[src/rtl/muldiv_pkg.sv]
// Shared types and constants for the EX-stage RV32M multiply/divide unit.
package muldiv_pkg;

    localparam int unsigned XLEN   = 32;
    localparam int unsigned PROD_W = 2 * XLEN;

    localparam logic [XLEN-1:0] DIV0_QUOTIENT = '1;
    localparam logic [XLEN-1:0] SIGNED_MIN    = {1'b1, {(XLEN-1){1'b0}}};

    // funct3 encodings of the M extension
    typedef enum logic [2:0] {
        MD_MUL    = 3'd0,
        MD_MULH   = 3'd1,
        MD_MULHSU = 3'd2,
        MD_MULHU  = 3'd3,
        MD_DIV    = 3'd4,
        MD_DIVU   = 3'd5,
        MD_REM    = 3'd6,
        MD_REMU   = 3'd7
    } md_op_e;

    typedef enum logic [1:0] {
        ST_IDLE = 2'd0,
        ST_CALC = 2'd1,
        ST_DONE = 2'd2
    } md_state_e;

    function automatic logic op_is_div(input md_op_e op);
        return op[2];
    endfunction

    // Remainder-producing divide ops (REM/REMU)
    function automatic logic op_is_rem(input md_op_e op);
        return op[2] & op[1];
    endfunction

    function automatic logic op_a_signed(input md_op_e op);
        return (op == MD_MULH) || (op == MD_MULHSU) || (op == MD_DIV) || (op == MD_REM);
    endfunction

    function automatic logic op_b_signed(input md_op_e op);
        return (op == MD_MULH) || (op == MD_DIV) || (op == MD_REM);
    endfunction

endpackage

[src/rtl/ex_muldiv_unit_if.sv]
// Pipeline-side bus of the multiply/divide unit: op request, flush, stall and result.
interface ex_muldiv_unit_if;
    import muldiv_pkg::*;

    logic            start;
    logic [2:0]      op;
    logic [XLEN-1:0] op_a;
    logic [XLEN-1:0] op_b;
    logic            flush;
    logic            busy;
    logic            stall_req;
    logic            done;
    logic [XLEN-1:0] result;

    modport master (
        output start, op, op_a, op_b, flush,
        input  busy, stall_req, done, result
    );

    modport slave (
        input  start, op, op_a, op_b, flush,
        output busy, stall_req, done, result
    );

endinterface

[src/rtl/muldiv_sign_fix.sv]
// Conditional two's-complement negate; gives magnitudes on the way in, signed results on the way out.
module muldiv_sign_fix #(
    parameter int unsigned W = 32
) (
    input  logic [W-1:0] val,
    input  logic         neg,
    output logic [W-1:0] res
);

    assign res = neg ? ((~val) + W'(1)) : val;

endmodule

[src/rtl/ex_muldiv_unit.sv]
// Iterative RV32M multiply/divide unit: 32-step shift-add / restoring divide with stall and done handshake.
// Build option MULDIV_FAST_MUL_EN: single-cycle multiplier for ops 0-3.
module ex_muldiv_unit
    import muldiv_pkg::*;
#(
    parameter int unsigned CNT_W = 6
) (
    input  logic clk,
    input  logic rst,
    ex_muldiv_unit_if.slave bus
);

    md_state_e         state, state_n;
    md_op_e            op_q, op_n;
    logic [PROD_W-1:0] acc, acc_n;
    logic [XLEN-1:0]   opnd, opnd_n;
    logic              neg_res, neg_res_n;
    logic              neg_rem, neg_rem_n;
    logic [CNT_W-1:0]  cnt, cnt_n;
    logic [XLEN-1:0]   result_q, result_n;
    logic              busy_q, done_q, done_n;

    // Input side: operand magnitudes and result sign flags
    md_op_e          op_in;
    logic            a_neg, b_neg, div0, ovf;
    logic [XLEN-1:0] mag_a, mag_b, fast_res;

    assign op_in = md_op_e'(bus.op);
    assign a_neg = op_a_signed(op_in) & bus.op_a[XLEN-1];
    assign b_neg = op_b_signed(op_in) & bus.op_b[XLEN-1];
    assign div0  = op_is_div(op_in) && (bus.op_b == '0);
    assign ovf   = ((op_in == MD_DIV) || (op_in == MD_REM)) &&
                   (bus.op_a == SIGNED_MIN) && (bus.op_b == '1);

    muldiv_sign_fix #(.W(XLEN)) u_fix_a (.val(bus.op_a), .neg(a_neg), .res(mag_a));
    muldiv_sign_fix #(.W(XLEN)) u_fix_b (.val(bus.op_b), .neg(b_neg), .res(mag_b));

    always_comb begin
        if (div0) fast_res = op_is_rem(op_in) ? bus.op_a : DIV0_QUOTIENT;
        else      fast_res = op_is_rem(op_in) ? '0 : SIGNED_MIN;
    end

`ifdef MULDIV_FAST_MUL_EN
    logic [PROD_W-1:0] fast_prod_mag, fast_prod;
    logic [XLEN-1:0]   fast_mul_res;

    assign fast_prod_mag = PROD_W'(mag_a) * PROD_W'(mag_b);
    muldiv_sign_fix #(.W(PROD_W)) u_fix_fast (.val(fast_prod_mag), .neg(a_neg ^ b_neg), .res(fast_prod));
    assign fast_mul_res = (op_in == MD_MUL) ? fast_prod[XLEN-1:0] : fast_prod[PROD_W-1:XLEN];
`endif

    // One iteration step; acc holds {product hi, multiplier} or {remainder, dividend/quotient}
    logic [XLEN-1:0]   acc_hi, acc_lo, div_diff;
    logic [XLEN:0]     mul_sum, div_trial;
    logic              div_ge;
    logic [PROD_W-1:0] step_acc;

    assign acc_hi    = acc[PROD_W-1:XLEN];
    assign acc_lo    = acc[XLEN-1:0];
    assign mul_sum   = {1'b0, acc_hi} + (acc_lo[0] ? {1'b0, opnd} : '0);
    assign div_trial = {acc_hi, acc_lo[XLEN-1]};
    assign div_ge    = div_trial >= {1'b0, opnd};
    assign div_diff  = div_trial[XLEN-1:0] - opnd;

    always_comb begin
        if (!op_is_div(op_q))  step_acc = {mul_sum, acc_lo[XLEN-1:1]};
        else if (div_ge)       step_acc = {div_diff, acc_lo[XLEN-2:0], 1'b1};
        else                   step_acc = {div_trial[XLEN-1:0], acc_lo[XLEN-2:0], 1'b0};
    end

    // Output side: sign-corrected product, quotient and remainder of the final step
    logic [PROD_W-1:0] prod_fix;
    logic [XLEN-1:0]   quo_fix, rem_fix, final_res;

    muldiv_sign_fix #(.W(PROD_W)) u_fix_prod (.val(step_acc), .neg(neg_res), .res(prod_fix));
    muldiv_sign_fix #(.W(XLEN))   u_fix_quo  (.val(step_acc[XLEN-1:0]), .neg(neg_res), .res(quo_fix));
    muldiv_sign_fix #(.W(XLEN))   u_fix_rem  (.val(step_acc[PROD_W-1:XLEN]), .neg(neg_rem), .res(rem_fix));

    always_comb begin
        unique case (op_q)
            MD_MUL:                     final_res = prod_fix[XLEN-1:0];
            MD_MULH, MD_MULHSU, MD_MULHU: final_res = prod_fix[PROD_W-1:XLEN];
            MD_DIV, MD_DIVU:            final_res = quo_fix;
            default:                    final_res = rem_fix;
        endcase
    end

    // Next-state and datapath update
    always_comb begin
        state_n   = state;
        op_n      = op_q;
        acc_n     = acc;
        opnd_n    = opnd;
        neg_res_n = neg_res;
        neg_rem_n = neg_rem;
        cnt_n     = cnt;
        result_n  = result_q;
        done_n    = 1'b0;

        unique case (state)
            ST_IDLE: begin
                if (bus.start && !bus.flush) begin
                    op_n      = op_in;
                    opnd_n    = op_is_div(op_in) ? mag_b : mag_a;
                    acc_n     = {XLEN'(0), (op_is_div(op_in) ? mag_a : mag_b)};
                    neg_res_n = a_neg ^ b_neg;
                    neg_rem_n = a_neg;
                    cnt_n     = '0;
                    if (div0 || ovf) begin
                        result_n = fast_res;
                        state_n  = ST_DONE;
                    end
`ifdef MULDIV_FAST_MUL_EN
                    else if (!op_is_div(op_in)) begin
                        result_n = fast_mul_res;
                        state_n  = ST_DONE;
                    end
`endif
                    else begin
                        state_n = ST_CALC;
                    end
                end
            end
            ST_CALC: begin
                acc_n = step_acc;
                cnt_n = cnt + CNT_W'(1);
                if (cnt == CNT_W'(XLEN - 1)) begin
                    result_n = final_res;
                    state_n  = ST_DONE;
                end
            end
            ST_DONE: begin
                done_n  = 1'b1;
                state_n = ST_IDLE;
            end
            default: state_n = ST_IDLE;
        endcase

        if (bus.flush) begin
            state_n  = ST_IDLE;
            result_n = '0;
            done_n   = 1'b0;
        end
    end

    always_ff @(posedge clk or posedge rst) begin
        if (rst) state <= ST_IDLE;
        else     state <= state_n;
    end

    always_ff @(posedge clk or posedge rst) begin
        if (rst) begin
            op_q     <= MD_MUL;
            acc      <= '0;
            opnd     <= '0;
            neg_res  <= 1'b0;
            neg_rem  <= 1'b0;
            cnt      <= '0;
            result_q <= '0;
            busy_q   <= 1'b0;
            done_q   <= 1'b0;
        end else begin
            op_q     <= op_n;
            acc      <= acc_n;
            opnd     <= opnd_n;
            neg_res  <= neg_res_n;
            neg_rem  <= neg_rem_n;
            cnt      <= cnt_n;
            result_q <= result_n;
            busy_q   <= (state_n != ST_IDLE);
            done_q   <= done_n;
        end
    end

    assign bus.busy      = busy_q;
    assign bus.done      = done_q;
    assign bus.result    = result_q;
    assign bus.stall_req = ((state == ST_IDLE) && bus.start && !bus.flush) || (state == ST_CALC);

endmodule

[src/flat_wrapper.sv]
// flat-port wrapper written by rule: the top's interface ports become plain ports
module ex_muldiv_unit_flat import muldiv_pkg::*;
#(
    parameter int unsigned CNT_W = 6
)
  (clk, rst, bus_start, bus_op, bus_op_a, bus_op_b, bus_flush, bus_busy, bus_stall_req, bus_done, bus_result);
  ex_muldiv_unit_if bus_i ();
  input  logic clk;
  input  logic rst;
  input wire logic [$bits(bus_i.start)-1:0] bus_start;
  input wire logic [$bits(bus_i.op)-1:0] bus_op;
  input wire logic [$bits(bus_i.op_a)-1:0] bus_op_a;
  input wire logic [$bits(bus_i.op_b)-1:0] bus_op_b;
  input wire logic [$bits(bus_i.flush)-1:0] bus_flush;
  output wire logic [$bits(bus_i.busy)-1:0] bus_busy;
  output wire logic [$bits(bus_i.stall_req)-1:0] bus_stall_req;
  output wire logic [$bits(bus_i.done)-1:0] bus_done;
  output wire logic [$bits(bus_i.result)-1:0] bus_result;
  assign bus_i.start = bus_start;
  assign bus_i.op = bus_op;
  assign bus_i.op_a = bus_op_a;
  assign bus_i.op_b = bus_op_b;
  assign bus_i.flush = bus_flush;
  assign bus_busy = bus_i.busy;
  assign bus_stall_req = bus_i.stall_req;
  assign bus_done = bus_i.done;
  assign bus_result = bus_i.result;
  ex_muldiv_unit #(.CNT_W(CNT_W)) u_core (.clk(clk), .rst(rst), .bus(bus_i));
endmodule
[config.mk]
export PLATFORM = sky130hd
export DESIGN_NAME = ex_muldiv_unit_flat
export DESIGN_NICKNAME = d
export VERILOG_FILES = /design/src/rtl/muldiv_pkg.sv /design/src/rtl/ex_muldiv_unit_if.sv /design/src/rtl/muldiv_sign_fix.sv /design/src/rtl/ex_muldiv_unit.sv /design/src/flat_wrapper.sv
export SDC_FILE = /design/constraint.sdc
export NUM_CORES = 1
export LEC_CHECK = 0
export ABC_AREA = 0
export ABC_CLOCK_PERIOD_IN_PS = 6500
export BUFFER_PORTS_ARGS = -buffer_cell sky130_fd_sc_hd__buf_2
export CAP_MARGIN = 20
export CELL_PAD_IN_SITES_DETAIL_PLACEMENT = 2
export CELL_PAD_IN_SITES_GLOBAL_PLACEMENT = 2
export CORE_ASPECT_RATIO = 1.75
export CORE_MARGIN = 2
export CORE_UTILIZATION = 39
export CTS_CLUSTER_SIZE = 16
export DETAILED_ROUTE_END_ITERATION = 8
export PLACE_DENSITY_LB_ADDON = 0.1
export SYNTH_ARGS = -nofsm -noshare
export SYNTH_HDL_FRONTEND = slang
export SYNTH_HIERARCHICAL = 1
export SYNTH_SLANG_ARGS = --single-unit
[constraint.sdc]
create_clock -name clk -period 6.5 [get_ports clk]
set_input_delay 0.65 -clock clk [delete_from_list [all_inputs] [get_ports clk]]
set_output_delay 0.65 -clock clk [all_outputs]
set_load 0.02 [all_outputs]
Yosys cells after proc, flatten, opt, wreduce, memory -nomap -nowiden
Index checks and enable logic that the tools add are counted.
Widths: inputs -> output; s select.

storage, ports and cells
  register bits = 143
  input port bits = 71
  output and inout bits = 35
  logic and storage cells = 102

operators by class
  add/sub/neg operators = 8
  magnitude comparators = 1
  eq/ne operators = 18
  multiplexer cells = 30
  bitwise operators = 9
  reduce and logical (&&, ||, !) cells = 26

operators by type and width
  operator               count
  $mux 32                14
  $mux 64                4
  $add 32x1->32 const B  4
  $not 32->32            4
  $pmux 64 s2            1
  $pmux 32 s3            1
  $add 64x1->64 const B  1
  $eq 32x32->1 const B   2
  $not 64->64            1
  $pmux 32 s2            1
  $add 32x33->33         1
  $ge 33x32->1           1
  $logic_not 32->1       1
  $sub 32x32->32         1
  $eq 3x3->1 const B     4
  $pmux 6 s2             1
  $eq 3x2->1 const B     3
  $ne 3x2->1 const B     3
  $logic_or 1x1->1       8
  $mux 2                 4
  $add 6x1->6 const B    1
  $eq 3x1->1 const B     2
  $eq 6x5->1 const B     1
  $logic_and 1x1->1      6
  17 further kinds       22

Longest topological paths before layout
Gate-level depths: netlist of run 1.

  depth after elaboration = 10
  gate-level depth with buffers = 24
  gate-level depth less buffers = 23

By module
The synthesis of run 1 kept the hierarchy.

by module, submodules not included
  module                                times used  cells each  area each (µm²)  sequential area each (µm²)
  ex_muldiv_unit                        1           1435        12147.9          3578.4
  muldiv_sign_fix (u_core.u_fix_a ...)  4           99          777.0            0.0
  muldiv_sign_fix (u_core.u_fix_prod)   1           206         1649.1           0.0

Least setup slack after synthesis of run 1
No wires, ideal clock.

  path kind = reg-to-reg
  from = register u_core.acc[0]
  to = register u_core.result_q[31], in the netlist u_core/bus.result[31]
  setup time = 0.077 ns
  arrival time = 5.334 ns
  required time = 6.423 ns
  path slack = 1.089 ns
  stages on the path, launching flop included = 22
  path buffers = 1
  clock period less this slack = 5.411 ns
  cell sequence = dfrtp_1 -> clkbuf_1 -> and2_1 -> ha_1 -> fa_1 -> a21o_1 -> a221o_1 -> a211oi_2 -> o32ai_1 -> a32oi_1 -> o21ai_0 -> xnor2_1 -> mux2i_1 -> or4_4 -> or3_1 -> or4_1 -> o31ai_1 -> xnor2_1 -> a21oi_1 -> a21o_1 -> a211o_1 -> a21oi_1

between the ends
  longest elaborated chain between the ends = 10
  elaborated cells on any way between the ends = 17
  those cells by class = add/sub: 4; mux: 10; bitwise: 3

RTL lines
  what                      line                   text
  start: declaration        ex_muldiv_unit.sv:15   logic [PROD_W-1:0] acc, acc_n;
  start signal: assignment  ex_muldiv_unit.sv:164  acc <= acc_n;
  $mux 32                   ex_muldiv_unit.sv:60   assign mul_sum = {1'b0, acc_hi} + (acc_lo[0] ? {1'b0, opnd} : '0);
  $add 32x33->33            ex_muldiv_unit.sv:60
  $mux 64                   ex_muldiv_unit.sv:66   if (!op_is_div(op_q)) step_acc = {mul_sum, acc_lo[XLEN-1:1]};
  net u_core.step_acc[57]   ex_muldiv_unit.sv:56   logic [PROD_W-1:0] step_acc;
  $not 64->64               muldiv_sign_fix.sv:10  assign res = neg ? ((~val) + W'(1)) : val;
  $add 64x1->64             muldiv_sign_fix.sv:10
  $mux 64                   muldiv_sign_fix.sv:10
  net u_core.prod_fix[63]   ex_muldiv_unit.sv:72   logic [PROD_W-1:0] prod_fix;
  $pmux 32 s3               ex_muldiv_unit.sv:80   unique case (op_q)
  $mux 32                   ex_muldiv_unit.sv:127  if (cnt == CNT_W'(XLEN - 1)) begin
  $pmux 32 s2               ex_muldiv_unit.sv:100  unique case (state)
  $mux 32                   ex_muldiv_unit.sv:139  if (bus.flush) begin
  end signal: assignment    ex_muldiv_unit.sv:169  result_q <= result_n;
  end: declaration          ex_muldiv_unit.sv:20   logic [XLEN-1:0] result_q, result_n;

The timed path passes the listed nets, and every way through them passes these cells. The select of a mux whose other input is x is not followed.
A chain may end at the register's enable or synchronous reset.

Worst setup path in the final report of run 1
  from = register u_core.acc[34]
  to = register u_core.result_q[26], in the netlist u_core/bus.result[26]

between the ends
  longest elaborated chain between the ends = 10
  elaborated cells on any way between the ends = 18
  those cells by class = add/sub: 5; order compare: 1; mux: 9; bitwise: 3

RTL lines
  what                                                   line                                        text
  $sub 32x32->32 / $ge 33x32->1 (equally long branches)  ex_muldiv_unit.sv:63, ex_muldiv_unit.sv:62
  $mux 64                                                ex_muldiv_unit.sv:67                        else if (div_ge) step_acc = {div_diff, acc_lo[XLEN-2:0], 1'b1};
  $mux 64 (*)                                            ex_muldiv_unit.sv:66
  net u_core.step_acc[36]                                ex_muldiv_unit.sv:56
  $not 64->64 (*)                                        muldiv_sign_fix.sv:10
  $add 64x1->64 (*)                                      muldiv_sign_fix.sv:10
  $mux 64 (*)                                            muldiv_sign_fix.sv:10
  net u_core.prod_fix[58]                                ex_muldiv_unit.sv:72
  $pmux 32 s3 (*)                                        ex_muldiv_unit.sv:80
  $mux 32 (*)                                            ex_muldiv_unit.sv:127
  $pmux 32 s2 (*)                                        ex_muldiv_unit.sv:100
  $mux 32 (*)                                            ex_muldiv_unit.sv:139

The timed path passes the listed nets; every way through them passes the cells marked *. The select of a mux whose other input is x is not followed.

==> impl_summary.txt, run 1 <==
----------------------------------------------------
[Cells and area]
  Sequential standard cell area ... 3580 sq um
  Finished Cell Area ... 19000 sq um
  NumNets Final ... 2280
  Area of the multi-input gates ... 12600 sq um
  Total of fill cells in the finished design ... 4931
  Area growth, synth to finish ... 12.4%
  Share of final-layout standard cells stronger than drive strength 1 ... 18.0%
  Inserted Diodes ... 0
  Non-filler cells, final ... 2711

[Global routing]
  Vias in the first global route ... 19500
  Pin count of the biggest net entering global routing ... 95
  Combined global-route utilization of all metal layers ... 36.4%
  Total global routing overflow ... 0
  First-pass GRT wire length ... 124000 microns
  Number of antenna violations at the first check in global routing ... 0

[Logic synthesis]
  Mapped Cells ... 2037
  Dominant synthesized flop cell ... dfrtp_1
  Total of flip-flops plus latches after synthesis ... 143
  Post-synthesis async set-or-reset flop share ... 100%
  Sequential share of the synthesized area ... 21.2%
  Post-Syn Area ... 16900 sq um
  Synthesized netlist net count ... 2180
  Yosys warns ... 6
  Post-synthesis average cell area ... 8.30 sq um
  Synth unique cells ... 104
  Number of flops mapped to enable cells by yosys ... 0

[Route]
  Total DRC errors in the routed layout ... 0
  WL per Instance ... 30.5 microns
  Iteration-0 DRC Markers ... 1105
  Count of vias placed by the detailed router ... 17900
  Avg Vias per Cell ... 6.62
  Final antenna-violating net count ... 0
  Iteration count of the initial detailed-routing pass ... 5
  Overall routed net length ... 82600 microns

[Power]
  Power density cells ... 396 nW/um^2
  LEAKAGE ... 0.00766 uW
  Total chip power ... 7520 uW
  VDD IR max ... 0.172 mV

[Timing]
  Worst Setup Slack, final ... 0.258 ns
  Tmin final ... 6.24 ns
  Transition time at the pin with the least slew margin ... 1.09 ns
  Maximum frequency from static timing analysis ... 160 MHz
  Final clock period utilization by the worst path ... 96.0%
  Setup-violating endpoint count in the final report ... 0
  Setup skew after layout ... 0.0187 ns
  Total Negative Setup Slacks ... 0 ns
  Hold Violations, Final ... 0
  Slew Limit Headroom ... 27.6%
  Number of pins exceeding their max-slew limit in the final report ... 0

[Run status]
  Result of the run ... finished clean

[Floorplan]
  Starting Density ... 39.6%
  Placeable core area ... 42700 sq um
  Die outline height ... 279 microns
  Row count ... 100
  Die area ... 45100 sq um
  Die X-Extent ... 161 microns
  # IOs ... 106

[Placement]
  Worst setup timing slack at the placement stage ... 0.142 ns
  Placed instance count ... 2676
  Final HPWL from detailed placement ... 65100 microns
  # port buffers ... 105
  Weighted congestion at the end of routability-driven global placement ... 0.948
  Post-placement cell area ... 18400 sq um

[CTS]
  Clock latency on the worst-skew pair ... 0.47 ns
  Clk sinks ... 143
  Max Buffers Root-to-Sink ... 2
  Number of buffers created by CTS ... 17
  H-tree depth reported by CTS ... 4
  Post-CTS Setup Bufs ... 0
  CTS tree ... done
  Root Driver ... clkbuf_16
  Clk slew on worst S/H paths ... 0.08 ns

[Setup path]
  Critical path class ... flip-flop to flip-flop
  Crit path launch type ... flip-flop
  Worst-case register-to-register setup slack ... 0.26 ns
  Critical Path AT ... 6.55 ns
  Critical path required time ... 6.81 ns
  Crit Path Max Fanout ... 8
  Setup crit end kind ... flip-flop

[Flow run]
  Total of max-cap violations ... 0

[Min path]
  Type of the tightest min-delay check ... input port to async pin

----------------------------------------------------
[placed cells by master, fill, tap and decap left out, types with 27 or more instances in the layout]
| cell type | instances |
|---|---|
| dfrtp_1 | 141 |
| mux2i_1 | 79 |
| buf_2 | 105 |
| and2_1 | 45 |
| a22o_1 | 31 |
| o31ai_1 | 62 |
| a221o_1 | 27 |
| o41ai_1 | 29 |
| o22ai_1 | 49 |
| mux2_2 | 33 |
| a21oi_1 | 88 |
| nor4_1 | 28 |
| nand2_1 | 199 |
| buf_4 | 94 |
| inv_1 | 56 |
| a21o_1 | 36 |
| ha_1 | 70 |
| nor2_1 | 80 |
| nand3_1 | 37 |
| o21ai_0 | 179 |
| xnor2_1 | 207 |
| nand4_1 | 34 |
[logic make-up after synthesis]
family | count (synthesis) | synth area share, %
multiplexers | 112 | 6.88
AND/OR/NAND/NOR | 622 | 21.4
flip-flops | 143 | 21.2
buffers and inverters | 180 | 4.30
adder cells (fa/ha/maj) | 72 | 5.42
AO/OA/AOI/OAI | 676 | 28.8
XOR/XNOR | 232 | 12.0
[path summary, 6_finish.rpt]
path,startpoint,to,cells after the start
max,u_core/acc[34],u_core/bus.result[26],18
min,rst,u_core/acc[63],2
max reg2reg,u_core/acc[34],u_core/bus.result[26],18
min reg2reg,u_core/bus.result[23],u_core/bus.result[23],2
max in group asynchronous,rst,u_core/op_q[2],3
min in group clk,bus_flush,u_core/bus.result[31],2
[synthesized netlist by cell type, types with 16 or more instances]
| master | n | area [sq um] |
|---|---|---|
| or2_2 | 17 | 106 |
| o31ai_1 | 62 | 465 |
| mux2_2 | 33 | 372 |
| ha_1 | 70 | 876 |
| mux2i_1 | 79 | 791 |
| a22o_1 | 31 | 272 |
| xnor2_1 | 207 | 1810 |
| o22ai_1 | 49 | 307 |
| nand3_1 | 37 | 185 |
| a22oi_1 | 16 | 120 |
| nand2b_1 | 22 | 138 |
| a21o_1 | 36 | 270 |
| nor3_1 | 26 | 130 |
| inv_1 | 57 | 214 |
| o21ai_0 | 179 | 896 |
| a221o_1 | 27 | 270 |
| or3_1 | 19 | 119 |
| a21oi_1 | 88 | 440 |
| o41ai_1 | 29 | 254 |
| nor4_1 | 29 | 181 |
| nor4_4 | 18 | 383 |
| nand4_1 | 34 | 213 |
| clkbuf_1 | 90 | 338 |
| o41ai_2 | 20 | 325 |
| buf_1 | 19 | 71.3 |
| dfrtp_1 | 143 | 3580 |
| nor2_1 | 80 | 300 |
| and2_1 | 45 | 282 |
| xor2_1 | 25 | 219 |
| o211ai_1 | 16 | 120 |
| nand2_1 | 199 | 747 |
[report_power, final]
group / leakage (uW) / total [uW] / internal [uW] / switching [uW]
Sequential: 0.00186 / 1270 / 1050 / 217
Combinational: 0.00552 / 5230 / 1950 / 3280
Clock: 0.000280 / 1020 / 510 / 509
Total: 0.00766 / 7520 / 3520 / 4000
[cell type report]
type / count / area share (%)
timing repair buffer: 201 / 6.67
tap: 561 / 3.70
clock buffer: 17 / 2.24
multi-input combinational: 1714 / 66.6
sequential: 143 / 18.9
inverter: 60 / 1.21
clock inverter: 15 / 0.731
[registers in the layout, summed over array words and instances, names as in the netlist, 2 cells and up]
signal,cells
u_core/cnt,6
u_core/opnd,32
u_core/bus.result,32
u_core/op_q,3
u_core/acc,64
u_core/state,2
[per-stage QoR]
step | hold WS, ns | util, %
finish | 0.173 | 44.5
global route | 0.203 | 44.5
CTS | 0.181 | 44.4
detailed placement | 0.475 | 43.0
global placement | 0.461 | 43.0
floorplan | 0.458 | -
[critical path: stages (launching register included)]
cell and delay (ns):
dfrtp_1 0.44, ha_1 0.43, a21o_1 0.22, a21oi_1 0.25, a21oi_1 0.23, o21ai_2 0.32, nand3b_1 0.33, o311ai_4 0.68
buf_4 0.31, o311ai_2 0.14, or4_1 0.67, or3_4 0.45, or3_4 0.45, o31ai_2 0.23, xnor2_1 0.09, a221oi_1 0.42
o21ai_0 0.20, o21ai_0 0.11, o21ai_0 0.09
[metal layers]
layer | wire length, microns | track usage (%) | vias up
met4 | 6470 | 24.7 | 0
met5 | 0 | 0 | -
met3 | 2800 | 3.86 | 249
met1 | 29100 | 36.9 | 9242
li1 | - | - | 7911
met2 | 44200 | 69.3 | 537
[timing repair]
item / CTS / global route
hold buffers: 0 / 0
endpoints found under the setup margin: 0 / 15
endpoints found under the hold margin: 0 / 0
resized for setup: 0 / 4
(Power assumes the default switching activity.)
==> inputs of run 2 (changes only) <==
--- a/config.mk
+++ b/config.mk
@@ -9,14 +9,13 @@
 export ABC_CLOCK_PERIOD_IN_PS = 6500
 export BUFFER_PORTS_ARGS = -buffer_cell sky130_fd_sc_hd__buf_2
 export CAP_MARGIN = 20
-export CELL_PAD_IN_SITES_DETAIL_PLACEMENT = 2
-export CELL_PAD_IN_SITES_GLOBAL_PLACEMENT = 2
 export CORE_ASPECT_RATIO = 1.75
 export CORE_MARGIN = 2
-export CORE_UTILIZATION = 39
+export CORE_UTILIZATION = 55
 export CTS_CLUSTER_SIZE = 16
 export DETAILED_ROUTE_END_ITERATION = 8
-export PLACE_DENSITY_LB_ADDON = 0.1
+export HOLD_SLACK_MARGIN = 0.02
+export PLACE_DENSITY = 0.73
 export SYNTH_ARGS = -nofsm -noshare
 export SYNTH_HDL_FRONTEND = slang
 export SYNTH_HIERARCHICAL = 1
==> impl_summary.txt, run 2 (synthesized netlist as in run 1, its figures left out) <==
----------------------------------------------------
[Timing]
  Total Negative Setup Slacks ... 0 ns
  Setup skew after layout ... 0.0178 ns
  Tmin final ... 6.19 ns
  Hold Violations, Final ... 0
  Worst Setup Slack, final ... 0.306 ns
  Setup-violating endpoint count in the final report ... 0
  Number of pins exceeding their max-slew limit in the final report ... 0
  Transition time at the pin with the least slew margin ... 1.14 ns
  Final clock period utilization by the worst path ... 95.3%
  Unrepaired setup endpoints after global routing ... false
  Slew Limit Headroom ... 23.9%
  Maximum frequency from static timing analysis ... 161 MHz

[Placement]
  Final HPWL from detailed placement ... 50400 microns
  Placed instance count ... 2482
  Worst setup timing slack at the placement stage ... 0.308 ns
  # port buffers ... 105
  Weighted congestion at the end of routability-driven global placement ... 1.02

[Setup path]
  Crit Path Max Fanout ... 13
  Number of buffer and inverter instances along the worst setup path ... 2
  FF-to-FF Start ... u_core/acc[40]
  Critical Path AT ... 6.49 ns
  Most common cell on crit path ... o21ai_0
  Maximum single-stage delay on the critical path ... 0.69 ns
  Slowest-stage cell, CP ... o41ai_1
  Worst reg2reg path depth ... 20
  Worst-case register-to-register setup slack ... 0.31 ns
  WP depth ... 20
  Critical path class ... flip-flop to flip-flop
  Crit path launch type ... flip-flop
  Family with the most delay on the worst path ... simple AND/OR/NAND/NOR gates
  Ordered cell list for the critical path ... ha_1, and2_4, nand3_1, or4_1, or4_1, nand2_2, o311a_2, mux2i_1, mux2_2, buf_4, inv_1, ha_1, nor2b_1, nand2_1, o41ai_1, xnor2_1, a221oi_1, o21ai_0, o21ai_0, o21ai_0
  Setup crit end kind ... flip-flop
  Capture instance of the worst register-to-register path ... u_core/bus.result[26]
  Critical path required time ... 6.80 ns

[Global routing]
  Pin count of the biggest net entering global routing ... 95
  Total global routing overflow ... 0
  Number of antenna violations at the first check in global routing ... 2
  Combined global-route utilization of all metal layers ... 41.3%
  First-pass GRT wire length ... 101000 microns
  Vias in the first global route ... 17400

[CTS]
  Post-CTS Hold Buffers ... 0
  Clock latency on the worst-skew pair ... 0.47 ns
  CTS tree ... done
  Max Buffers Root-to-Sink ... 2
  Number of buffers created by CTS ... 17
  Clk sinks ... 143
  H-tree depth reported by CTS ... 4
  Root Driver ... clkbuf_16
  Clk slew on worst S/H paths ... 0.06 ns

[Route]
  Overall routed net length ... 66300 microns
  Iteration-0 DRC Markers ... 1465
  Final antenna-violating net count ... 0
  Total DRC errors in the routed layout ... 0
  Iteration count of the initial detailed-routing pass ... 6
  WL per Instance ... 26.3 microns
  Avg Vias per Cell ... 7.03
  Count of vias placed by the detailed router ... 17700

[Floorplan]
  Row count ... 85
  Die outline height ... 236 microns
  Die area ... 32200 sq um
  Placeable core area ... 30500 sq um
  # IOs ... 106
  Die X-Extent ... 137 microns
  Starting Density ... 55.4%

[Cells and area]
  Area of the multi-input gates ... 12600 sq um
  Share of final-layout standard cells stronger than drive strength 1 ... 16.9%
  Largest register FFs ... 64
  Sequential standard cell area ... 3580 sq um
  Biggest register ... u_core/acc
  Area growth, synth to finish ... 10.3%
  Total of fill cells in the finished design ... 2779
  Non-filler cells, final ... 2519
  NumNets Final ... 2257
  Most common cell after layout, fill and taps aside ... xnor2_1
  Highest-count cells in the layout ignoring fill and taps ... xnor2_1 (207), nand2_1 (199), o21ai_0 (179)

[Run status]
  Result of the run ... finished clean

[Power]
  Power density cells ... 385 nW/um^2
  LEAKAGE ... 0.00756 uW
  VDD IR max ... 0.213 mV

[Min path]
  Type of the tightest min-delay check ... input port to async pin

[Flow run]
  Total of max-cap violations ... 0

----------------------------------------------------
-- run 2: cell types whose count changed in the layout (fill, tap and decap cells not counted), moves of 2 or more --
cell       delta
buf_4        -23
inv_8         -4
bufinv_16     +3
inv_6         -2
-- run 2: final cells by class --
cell class / count / share of cell area [%]
Multi-Input combinational cell: 1714 / 67.7
Tap cell: 391 / 2.62
Timing Repair Buffer: 178 / 5.85
Clock inverter: 13 / 0.953
Sequential cell: 143 / 19.2
Antenna cell: 1 / 0.0134
Clock buffer: 19 / 2.38
Inverter: 60 / 1.24
-- run 2: power by group --
group | switching, uW | total, uW | internal [uW]
Combinational | 2910 | 4800 | 1890
Clock | 454 | 1080 | 623
Sequential | 237 | 1290 | 1060
-- run 2: per-layer routing --
layer,track usage (%),vias to the layer above,share of wire (%)
met1,43.7,8517,35
li1,-,7875,-
met2,69.5,961,49
met4,32.7,2,9.5
met5,0,-,0.011
met3,8.96,360,6.8
-- run 2: metrics by stage --
stage,cell area [sq um],total power (uW),utilization (%),hold slack [ns]
6_report,18600,7170,61.1,0.309
5_1_grt,18600,7560,61.1,0.352
4_1_cts,18600,7010,60.9,0.344
3_5_place_dp,18000,5910,58.9,0.469
3_3_place_gp,18000,5860,58.9,0.462
2_1_floorplan,16900,4580,-,0.458
-- run 2: what timing repair did --
item                                    in CTS  in global routing
endpoints found under the setup margin       0                  7
setup buffers                                0                  4
resized for setup                            0                  1
-- run 2: worst max path at each step --
| stage | slack, ns | to | startpoint |
|---|---|---|---|
| floorplan | 1.09 | u_core/bus.result[31] | u_core/acc[0] |
| global placement | 0.39 | u_core/bus.result[31] | u_core/acc[32] |
| detailed placement | 0.31 | u_core/bus.result[31] | u_core/acc[32] |
| CTS | 0.26 | u_core/bus.result[31] | u_core/acc[32] |
| global route | 0.13 | u_core/bus.result[26] | u_core/acc[32] |
| finish | 0.31 | u_core/bus.result[26] | u_core/acc[40] |
==> inputs of run 3 (changes only) <==
--- a/config.mk
+++ b/config.mk
@@ -9,7 +9,7 @@
 export ABC_CLOCK_PERIOD_IN_PS = 6500
 export BUFFER_PORTS_ARGS = -buffer_cell sky130_fd_sc_hd__buf_2
 export CAP_MARGIN = 20
-export CORE_ASPECT_RATIO = 1.75
+export CORE_ASPECT_RATIO = 2
 export CORE_MARGIN = 2
 export CORE_UTILIZATION = 55
 export CTS_CLUSTER_SIZE = 16
==> impl_summary.txt, run 3 (synthesized netlist as in run 1, its figures left out) <==
----------------------------------------------------
[Run status]
  Result of the run ... finished clean

[Timing]
  Number of pins exceeding their max-slew limit in the final report ... 0
  Unrepaired setup endpoints after global routing ... false
  Slew Limit Headroom ... 13.5%
  Maximum frequency from static timing analysis ... 158 MHz
  Final-layout worst hold slack ... 0.333 ns
  Setup skew after layout ... 0.00991 ns
  Setup-violating endpoint count in the final report ... 0
  Hold Violations, Final ... 0
  Transition time at the pin with the least slew margin ... 1.29 ns
  Tmin final ... 6.31 ns
  Total Negative Setup Slacks ... 0 ns
  Final clock period utilization by the worst path ... 97.1%

[CTS]
  H-tree depth reported by CTS ... 4
  Post-CTS Hold Buffers ... 0
  Clk slew on worst S/H paths ... 0.07 ns
  Post-CTS Setup Bufs ... 0
  CTS tree ... done
  Clock latency on the worst-skew pair ... 0.46 ns
  Number of buffers created by CTS ... 17
  Clk sinks ... 143
  Max Buffers Root-to-Sink ... 2
  Root Driver ... clkbuf_16
  Post-cts sizing count ... 0

[Cells and area]
  Non-filler cells, final ... 2494
  Inserted Diodes ... 0
  Share of final-layout standard cells stronger than drive strength 1 ... 16.8%
  Finished Cell Area ... 18600 sq um
  Largest register FFs ... 64
  Area growth, synth to finish ... 10.0%
  Most common cell after layout, fill and taps aside ... xnor2_1
  Highest-count cells in the layout ignoring fill and taps ... xnor2_1 (207), nand2_1 (199), o21ai_0 (179)
  NumNets Final ... 2256
  Biggest register ... u_core/acc

[Power]
  Net Sw Frac ... 49.9%
  Net load switching power ... 3570 uW
  Int Power ... 3590 uW
  LEAKAGE ... 0.00756 uW
  Clock power share ... 14.9%
  Total chip power ... 7160 uW
  Power density cells ... 385 nW/um^2
  VDD IR max ... 0.194 mV
  Power share of the combinational group ... 67.3%
  Sequential power share ... 17.8%

[Floorplan]
  Placeable core area ... 30200 sq um
  Die area ... 32200 sq um
  Die outline height ... 252 microns
  Row count ... 90
  Die X-Extent ... 128 microns
  Starting Density ... 56.0%
  # IOs ... 106

[Setup path]
  Critical path required time ... 6.79 ns
  Family with the most delay on the worst path ... compound AO/OA/AOI/OAI gates
  Setup crit end kind ... flip-flop
  Most common cell on crit path ... o21ai_0
  Slowest-stage cell, CP ... or4_2
  Maximum single-stage delay on the critical path ... 0.71 ns
  Critical path class ... flip-flop to flip-flop
  Number of buffer and inverter instances along the worst setup path ... 1
  Ordered cell list for the critical path ... ha_1, nor2b_1, o2111ai_1, a21oi_1, o21ai_1, nand3b_1, o311a_2, mux2i_1, mux2_2, or4_2, nor3_1, nand3_2, buf_4, o31ai_1, xnor2_1, a221oi_1, o21ai_0, o21ai_0, o21ai_0
  Crit path launch type ... flip-flop
  Critical Path AT ... 6.61 ns
  Crit Path Max Fanout ... 9

[Placement]
  Post-placement cell area ... 17900 sq um
  Final HPWL from detailed placement ... 50600 microns
  Weighted congestion at the end of routability-driven global placement ... 1.08
  Placed instance count ... 2458
  # port buffers ... 105

[Global routing]
  Total global routing overflow ... 0
  Pin count of the biggest net entering global routing ... 95
  Number of antenna violations at the first check in global routing ... 1
  GR met2 Demand/Resource ... 69.7%
  Combined global-route utilization of all metal layers ... 41.2%
  Met1 demand-to-capacity share in global routing ... 42.2%
  Grt met3 use ... 7.85%
  Highest-utilization routing layer at the global route stage ... met2
  Vias in the first global route ... 17500
  First-pass GRT wire length ... 101000 microns

[Route]
  Iteration-0 DRC Markers ... 1809
  Overall routed net length ... 66700 microns
  Avg Vias per Cell ... 7.10
  Total DRC errors in the routed layout ... 0
  Count of vias placed by the detailed router ... 17700
  WL per Instance ... 26.7 microns
  Iteration count of the initial detailed-routing pass ... 6
  Final antenna-violating net count ... 0

[Flow run]
  Total of max-cap violations ... 0

[Min path]
  Type of the tightest min-delay check ... input port to async pin

----------------------------------------------------
## run 3: cell types whose count changed in the layout (fill, tap and decap cells not counted)
cell,change
inv_6,-4
clkbuf_8,+3
buf_4,-2
clkinv_2,+2
clkinv_4,-2
buf_8,+1
clkbuf_1,+1
clkinvlp_4,+1
diode_2,-1
inv_8,-1
o21ai_1,+1
o21ai_2,-1
## run 3: final timing paths
kind | from | end | slack, ns | depth (start not counted)
hold reg to reg | u_core/bus.result[6] | u_core/bus.result[6] | 0.48 | 2
max in group asynchronous | rst | u_core/opnd[24] | 4.67 | 3
min in group clk | bus_op[1] | u_core/op_q[1] | 0.48 | 3
setup / recovery | u_core/acc[32] | u_core/bus.result[25] | 0.19 | 19
hold / removal | rst | u_core/cnt[2] | 0.33 | 2
setup reg to reg | u_core/acc[32] | u_core/bus.result[25] | 0.19 | 19
## run 3: power by group through the flow
| stage | combinational [uW] | sequential [uW] | clock, uW |
|---|---|---|---|
| after floorplan | 3390 | 1180 | 0 |
| after global placement | 4550 | 1280 | 0 |
| after detailed placement | 4600 | 1290 | 0 |
| after CTS | 4630 | 1270 | 1070 |
| after global routing | 5130 | 1300 | 1100 |
| final | 4820 | 1280 | 1060 |
## run 3: area by class of cell
class                           count  area [sq um]
Tap cell                          368           460
Clock inverter                      9           131
Timing Repair Buffer              177          1090
Multi-Input combinational cell   1714         12600
Clock buffer                       23           488
Sequential cell                   143          3580
Fill cell                        2765         11600
Inverter                           60           230
## run 3: stage by stage
step                util [%]  worst slack (ns)
global placement        59.4             0.399
CTS                     61.5             0.339
global route            61.6            0.0735
detailed placement      59.4             0.373
floorplan                  -              1.09
finish                  61.6             0.185
## run 3: metal layers
layer,routed length (microns),share of wire (%)
met4,7430,11
met3,4760,7.1
met1,22400,34
met2,32000,48
met5,13,0.020
